`src/rtl/ahb_fifo_write_pkg.sv`:
```
// Shared types for the JTAG-side writer into the AHB async FIFO.
// Holds the holding-register FSM encoding and the bit-counter sizing helper.
// Imported by the writer top and its deserialiser.
package ahb_fifo_write_pkg;

  // Holding-register state: empty, or carrying a word waiting for the FIFO
  typedef enum logic {
    FW_IDLE = 1'b0,
    FW_PUSH = 1'b1
  } fifo_wr_state_t;

  // Bit-counter width for a given word width; never narrower than one bit
  function automatic int fw_cnt_width(input int data_width);
    return (data_width <= 2) ? 1 : $clog2(data_width);
  endfunction

endpackage

```
`src/rtl/ahb_fifo_write_sipo.sv`:
```
// Serial-in parallel-out deserialiser for TDI, LSB first.
// Latency: the completed word is available combinationally with the last bit.
// Backpressure: none; it only advances when shift enable is high and holds otherwise.
module ahb_fifo_write_sipo
  import ahb_fifo_write_pkg::*;
#(
  parameter int DATA_WIDTH = 8
) (
  input  logic                  TCK,
  input  logic                  TRST,
  input  logic                  i_clr,
  input  logic                  i_shift_en,
  input  logic                  i_tdi,
  output logic [DATA_WIDTH-1:0] o_word,
  output logic                  o_done
);

  localparam int CW = fw_cnt_width(DATA_WIDTH);
  localparam logic [CW-1:0] LAST_BIT = CW'(DATA_WIDTH - 1);

  // Bit 0 of the architectural shift register is always shifted out before
  // it could reach a completed word, so only the upper DATA_WIDTH-1 bits
  // are kept.
  logic [DATA_WIDTH-2:0] r_shift;
  logic [CW-1:0]         r_cnt;
  logic [DATA_WIDTH-1:0] w_next;
  logic                  w_last;

  // Word as it would look after shifting in the current TDI bit
  always_comb begin
    w_next = {i_tdi, r_shift};
    w_last = (r_cnt == LAST_BIT);
  end

  // Shift and count on each enabled cycle; hold otherwise so a partial
  // word survives a pause in Shift-DR
  always_ff @(posedge TCK or negedge TRST) begin
    if (!TRST) begin
      r_shift <= '0;
      r_cnt   <= '0;
    end else if (i_clr) begin
      r_shift <= '0;
      r_cnt   <= '0;
    end else if (i_shift_en) begin
      r_shift <= w_next[DATA_WIDTH-1:1];
      r_cnt   <= w_last ? '0 : r_cnt + CW'(1);
    end
  end

  assign o_word = w_next;
  assign o_done = i_shift_en & w_last;

endmodule

```
`src/rtl/ahb_fifo_write.sv`:
```
// JTAG-side writer: deserialises TDI in Shift-DR and pushes words into the async FIFO.
// Latency: winc rises the cycle after the completing TDI bit when the FIFO is not full.
// Backpressure: word held while full; a word completing behind a held word is dropped and flagged.
module ahb_fifo_write
  import ahb_fifo_write_pkg::*;
#(
  parameter int DATA_WIDTH = 8
) (
  input  logic                  TCK,
  input  logic                  TRST,
  input  logic                  tlr_reset,
  input  logic                  dr_shift,
  input  logic                  ahb_fifo_write_select,
  input  logic                  TDI,
  input  logic                  full,
  output logic [DATA_WIDTH-1:0] wdata,
  output logic                  winc,
  output logic                  overflow
);

  fifo_wr_state_t        r_state;
  logic [DATA_WIDTH-1:0] r_wdata;
  logic                  r_overflow;

  logic                  w_shift_en;
  logic [DATA_WIDTH-1:0] w_word;
  logic                  w_done;
  logic                  w_push;

  // Shift only when our DR is the one selected and the TAP is in Shift-DR
  always_comb begin
    w_shift_en = dr_shift & ahb_fifo_write_select;
  end

  ahb_fifo_write_sipo #(
    .DATA_WIDTH (DATA_WIDTH)
  ) u_sipo (
    .TCK        (TCK),
    .TRST       (TRST),
    .i_clr      (tlr_reset),
    .i_shift_en (w_shift_en),
    .i_tdi      (TDI),
    .o_word     (w_word),
    .o_done     (w_done)
  );

  // Push strobe: only from a loaded holding register and never into a full FIFO
  always_comb begin
    w_push = (r_state == FW_PUSH) & ~full;
  end

  // Holding-register FSM: load on word completion, release on push, drop
  // and flag a new word that arrives while the held one is stalled
  always_ff @(posedge TCK or negedge TRST) begin
    if (!TRST) begin
      r_state    <= FW_IDLE;
      r_wdata    <= '0;
      r_overflow <= 1'b0;
    end else if (tlr_reset) begin
      r_state    <= FW_IDLE;
      r_wdata    <= '0;
      r_overflow <= 1'b0;
    end else if (r_state == FW_IDLE) begin
      if (w_done) begin
        r_wdata <= w_word;
        r_state <= FW_PUSH;
      end
    end else begin
      if (!full) begin
        // Held word leaves this cycle; a word completing now takes its place
        if (w_done) begin
          r_wdata <= w_word;
        end else begin
          r_state <= FW_IDLE;
        end
      end else if (w_done) begin
        r_overflow <= 1'b1;
      end
    end
  end

  assign wdata    = r_wdata;
  assign winc     = w_push;
  assign overflow = r_overflow;

endmodule

```
`config.mk`:
```
export PLATFORM = sky130hd
export DESIGN_NAME = ahb_fifo_write
export DESIGN_NICKNAME = d
export VERILOG_FILES = /design/src/rtl/ahb_fifo_write_pkg.sv /design/src/rtl/ahb_fifo_write_sipo.sv /design/src/rtl/ahb_fifo_write.sv
export SDC_FILE = /design/constraint.sdc
export NUM_CORES = 1
export LEC_CHECK = 0
export CORE_MARGIN = 5
export CORE_UTILIZATION = 45
export DETAILED_ROUTE_END_ITERATION = 16
export GPL_ROUTABILITY_DRIVEN = 0
export PLACE_DENSITY = 0.73
export SYNTH_ARGS = -nofsm -noshare
export SYNTH_HDL_FRONTEND = slang
export SYNTH_SLANG_ARGS = --single-unit
export TNS_END_PERCENT = 100
```
`constraint.sdc`:
```
create_clock -name TCK -period 1.6 [get_ports TCK]
set_clock_uncertainty 0.15 [all_clocks]
set_input_delay 0.32 -clock TCK [delete_from_list [all_inputs] [get_ports TCK]]
set_output_delay 0.32 -clock TCK [all_outputs]
set_load 0.02 [all_outputs]
```
## Yosys cells after proc, flatten, opt, wreduce, memory -nomap -nowiden

Index checks and enable logic that the tools add are counted.
W data, S select, Z words.

| word-level totals | value |
|---|---|
| register bits after elaboration | 20 |
| input bits | 7 |
| word-level logic and storage cells | 34 |

| operators by class | value |
|---|---|
| $add $sub $neg | 1 |
| equal/unequal tests | 2 |
| multiplexer cells | 17 |
| bitwise gates (word level) | 4 |
| reductions and logical operators | 5 |

Operators with widths:

| kind | number |
|---|---|
| $mux W8 | 4 |
| $mux W7 | 2 |
| $mux W3 | 3 |
| $mux W1 | 8 |
| $reduce_bool A2 Y1 | 4 |
| $add A3 B1 Y3 const B | 1 |
| $and A1 B1 Y1 | 3 |
| $eq A3 B3 Y1 const B | 1 |
| $ne A3 B3 Y1 const B | 1 |
| $reduce_and A3 Y1 | 1 |
| $not A1 Y1 | 1 |

## Depth between registers and ports, before layout

| logic depth | value |
|---|---|
| depth after elaboration | 6 |
| depth in mapped cells | 5 |
| gate-level depth less buffers | 5 |

## Modules after synthesis

A second synthesis with hierarchy kept.

| unflattened totals | value |
|---|---|
| cell total of the unflattened synthesis | 80 |
| area, all modules | 933.4 µm² |

By module, submodules not included:

| module | instances | cells each | area an instance (µm²) | seq. area each (µm²) |
|---|---|---|---|---|
| ahb_fifo_write | 1 | 43 | 489.2 | 250.2 |
| ahb_fifo_write_sipo | 1 | 37 | 444.2 | 250.2 |

## Worst setup path after synthesis

No wires, ideal clock.

| path | value |
|---|---|
| path type | flip-flop to flip-flop |
| start point | register u_sipo.r_cnt[0] |
| end point | register r_wdata[0] (netlist: wdata[0]) |
| arrival | 1.237 ns |
| data required time | 1.371 ns |
| setup slack | 0.134 ns |
| stages on the path, launching flop included | 6 |
| period minus slack after synthesis | 1.466 ns |
| path through | dfrtp_1 ha_1 ha_1 nand3_2 a21oi_4 mux2i_1 |

| between the ends | value |
|---|---|
| longest elaborated chain between the ends | 6 |

RTL lines:

| element | line | text |
|---|---|---|
| start: declaration | ahb_fifo_write_sipo.sv:25 | `logic [CW-1:0] r_cnt;` |
| start signal: assignment | ahb_fifo_write_sipo.sv:46 | `r_cnt <= w_last ? '0 : r_cnt + CW'(1);` |
| $eq A3 B3 Y1 (*) | ahb_fifo_write_sipo.sv:32 | `w_last = (r_cnt == LAST_BIT);` |
| $and A1 B1 Y1 (*) | ahb_fifo_write_sipo.sv:51 | `assign o_done = i_shift_en & w_last;` |
| $mux W8 (*) | -- |  |
| $mux W8 | -- |  |
| $mux W8 (*) (2 in series) | -- |  |
| end signal: assignment | ahb_fifo_write.sv:65 | `r_wdata <= w_word;` |
| end signal: assignment | ahb_fifo_write.sv:72 | `r_wdata <= w_word;` |
| end: declaration | ahb_fifo_write.sv:22 | `logic [DATA_WIDTH-1:0] r_wdata;` |

Every way passes the cells marked *; elsewhere a longest branch is shown, timed or not. The select of a mux whose other input is x is not followed.
A chain may end at the register's enable or synchronous reset.

## Final worst setup path

| path | value |
|---|---|
| start point | input full |
| end point | output winc |

| between the ends | value |
|---|---|
| longest elaborated chain between the ends | 2 |

RTL lines:

| element | line | text |
|---|---|---|
| start: declaration | ahb_fifo_write.sv:15 | `input logic full,` |
| $not A1 Y1 | ahb_fifo_write.sv:49 | `w_push = (r_state == FW_PUSH) & ~full;` |
| $and A1 B1 Y1 | ahb_fifo_write.sv:49 |  |
| end: declaration | ahb_fifo_write.sv:17 | `output logic winc,` |

Every way passes these cells.

==> PnR_summary.wiki <==
{| class="wikitable"
! Metric !! Value
|-
| Cells traversed along the worst timing path || clkdlybuf4s50_1, nor2b_1, buf_2
|-
| Iteration count of the initial detailed-routing pass || 2
|-
| Post-route ant nets || 0
|-
| Leak || 0.564 nW
|-
| Number of instances in the synthesized netlist || 90
|-
| Count of vias placed by the detailed router || 683
|-
| Number of DRC violations after detailed routing || 0
|-
| Slowest cell on crit path || sky130_fd_sc_hd__clkdlybuf4s50_1
|-
| Hold Worst Slack || 0.207 ns
|-
| Count of clock tree sinks || 20
|-
| Class of the tightest hold or removal check || in2async
|-
| Power density cells || 695 nW/um^2
|-
| TritonCTS Buffers || 3
|-
| Highest clock frequency the design can meet || 669 MHz
|-
| Post-Route Utilization || 0.631
|-
| Layout net count || 127
|-
| Bufs and invs on worst path || 2
|-
| Maximum number of pins on one net before global-route repair || 21
|-
| Area taken by multi-input logic gates || 445 sq um
|-
| Starting density of the core || 0.480
|-
| CTS tree || yes
|-
| Biggest area contributors in the synthesized netlist || sky130_fd_sc_hd__dfrtp_1, sky130_fd_sc_hd__mux2i_1, sky130_fd_sc_hd__or2b_2
|-
| Critical path class || in2out
|-
| Clock-pin slew reported for the worst setup and hold paths after clock tree synthesis || 0.11 ns
|-
| Critical path arrival || 1.03 ns
|-
| Max FO, Critical Path || 2
|-
| Routed wire per std cell || 11.4 microns
|-
| Total track usage || 0.116
|-
| Post-route setup TNS || 0 ns
|-
| Cell type group with the largest total delay on the critical path || buffers and inverters
|-
| Period utilisation layout || 0.935
|-
| Port-buffer cells || 16
|-
| Number of synthesis warnings || 0
|-
| Chip height || 56.2 microns
|-
| Placeable core area || 2000 sq um
|-
| Die area || 3160 sq um
|-
| Number of buffers added to fix hold violations after cts || 0
|-
| Number of pins with negative max-slew slack in the final report || 0
|-
| Remaining Overflow, GRT || 0
|-
| Clock latency on the worst-skew pair || 0.29 ns
|-
| Stage delay of the slowest cell on the critical path || 0.42 ns
|-
| Number of max-capacitance violations reported || 0
|-
| Ant diodes || 0
|-
| R2R setup slack || 0.11 ns
|-
| Final hold violations || 0
|-
| Antenna violations before repair || 0
|-
| Aggregate routed wire length || 1.65 mm
|-
| IR Drop Worst-Case VDD || 0.477 mV
|-
| Site Rows || 16
|-
| DR iter-0 viols || 1
|-
| Area growth from synthesis to layout || 31.4%
|-
| Leading area contributor after synthesis || sky130_fd_sc_hd__dfrtp_1
|-
| Worst slew slack as a fraction of its limit || 0.837
|-
| Die X-Extent || 56.2 microns
|-
| Crit. End Element || primary output
|-
| Wire length of the first global-routing pass || 2.97 mm
|-
| Final-layout fill cell count || 184
|-
| Area taken by flip-flops and latches || 500 sq um
|-
| Transition time at the pin with the least slew margin || 0.245 ns
|-
| Post-synthesis area per instance || 10.7 sq um
|-
| Detailed placement HPWL || 1.27 mm
|-
| Setup violations, final || 0
|-
| Data required time at the worst endpoint || 1.13 ns
|-
| Result of the run || finished clean
|-
| # H-tree levels || 1
|-
| Buffer depth of the longest clock path || 2
|-
| Sequential fraction of the synthesis area || 0.521
|-
| Crit path time final || 1.50 ns
|-
| Mapped cell area || 961 sq um
|-
| Yosys reg bits || 20
|-
| Share of Yosys cell area claimed by the top area cell type || 0.521
|-
| I/O pins || 17
|-
| Launching element type of the critical path || input pin
|-
| Detail-routed via count per cell || 4.74
|-
| Synth cell types || 17
|-
| Commonest non-fill, non-tap cells in the layout || sky130_fd_sc_hd__nand2_1, sky130_fd_sc_hd__dfrtp_1, sky130_fd_sc_hd__a21oi_1, sky130_fd_sc_hd__buf_4
|-
| Fraction of layout instances using a drive strength above 1 || 0.256
|-
| Cell at the root of the clock tree || sky130_fd_sc_hd__clkbuf_4
|-
| Via count of the first global-routing pass || 692
|-
| Mapped Nets || 99
|}
kinds of logic (layout without fill, tap and decap cells):
group / Yosys count / count (layout) / share of synthesized area
adder cells (fa/ha/maj): 2 / 2 / 0.0260
AO/OA/AOI/OAI: 13 / 13 / 0.0833
buffers and inverters: 5 / 32 / 0.0391
AND/OR/NAND/NOR: 42 / 42 / 0.247
flip-flops: 20 / 20 / 0.521
multiplexers: 8 / 8 / 0.0833
final timing paths:
check | from | endpoint | cells after the start
max | full | winc | 3
min | TRST | u_sipo.r_shift[3] | 2
max reg2reg | u_sipo.r_cnt[0] | u_sipo.r_cnt[0] | 4
min reg2reg | u_sipo.r_shift[0] | u_sipo.r_shift[0] | 2
max in group asynchronous | TRST | u_sipo.r_shift[4] | 2
min in group TCK | u_sipo.r_shift[0] | u_sipo.r_shift[0] | 2
power by group:
part | internal, mW | switching (mW)
Sequential | 0.509 | 0.00266
Clock | 0.139 | 0.151
Combinational | 0.0379 | 0.0383
cell usage after synthesis (all sizes together):
master  number
or2b         9
nand2       20
nor2         1
and2         1
a21oi       12
or3          1
dfrtp       20
nand2b       7
nand3b       1
nor2b        1
ha           2
nand3        1
a41oi        1
buf          5
mux2i        8
per-stage QoR:
step	worst slack (ns)	area, sq um	cells	power (mW)
6_report	0.105	1260	144	0.877
2_1_floorplan	0.134	961	90	0.553
3_5_place_dp	-0.356	1200	138	0.595
4_1_cts	0.0202	1230	142	0.886
3_3_place_gp	-0.326	1200	138	0.592
5_1_grt	-0.00169	1260	144	0.916
state kept, by name, indices dropped and copies added (netlist names):
register	count
wdata	8
u_sipo.r_shift	7
overflow	1
r_state	1
u_sipo.r_cnt	3
per-layer routing:
metal  vias up  track usage  part of all wire
li1        346            -                 -
met1       325        0.143              0.45
met2        12        0.197              0.51
met3         0       0.0255             0.041
met4         0       0.0407                 0
met5         -            0                 0
layout make-up:
class,count,area share
Sequential cell,20,0.396
Multi-Input combinational cell,65,0.353
Timing Repair Buffer,28,0.195
Clock buffer,4,0.0287
Tap cell,27,0.0268
repair_timing:
item	in CTS	in global routing
pin swaps	0	1
setup buffers	0	2
endpoints found under the setup margin	17	8
resized for setup	14	3
(Power assumes the default switching activity.)
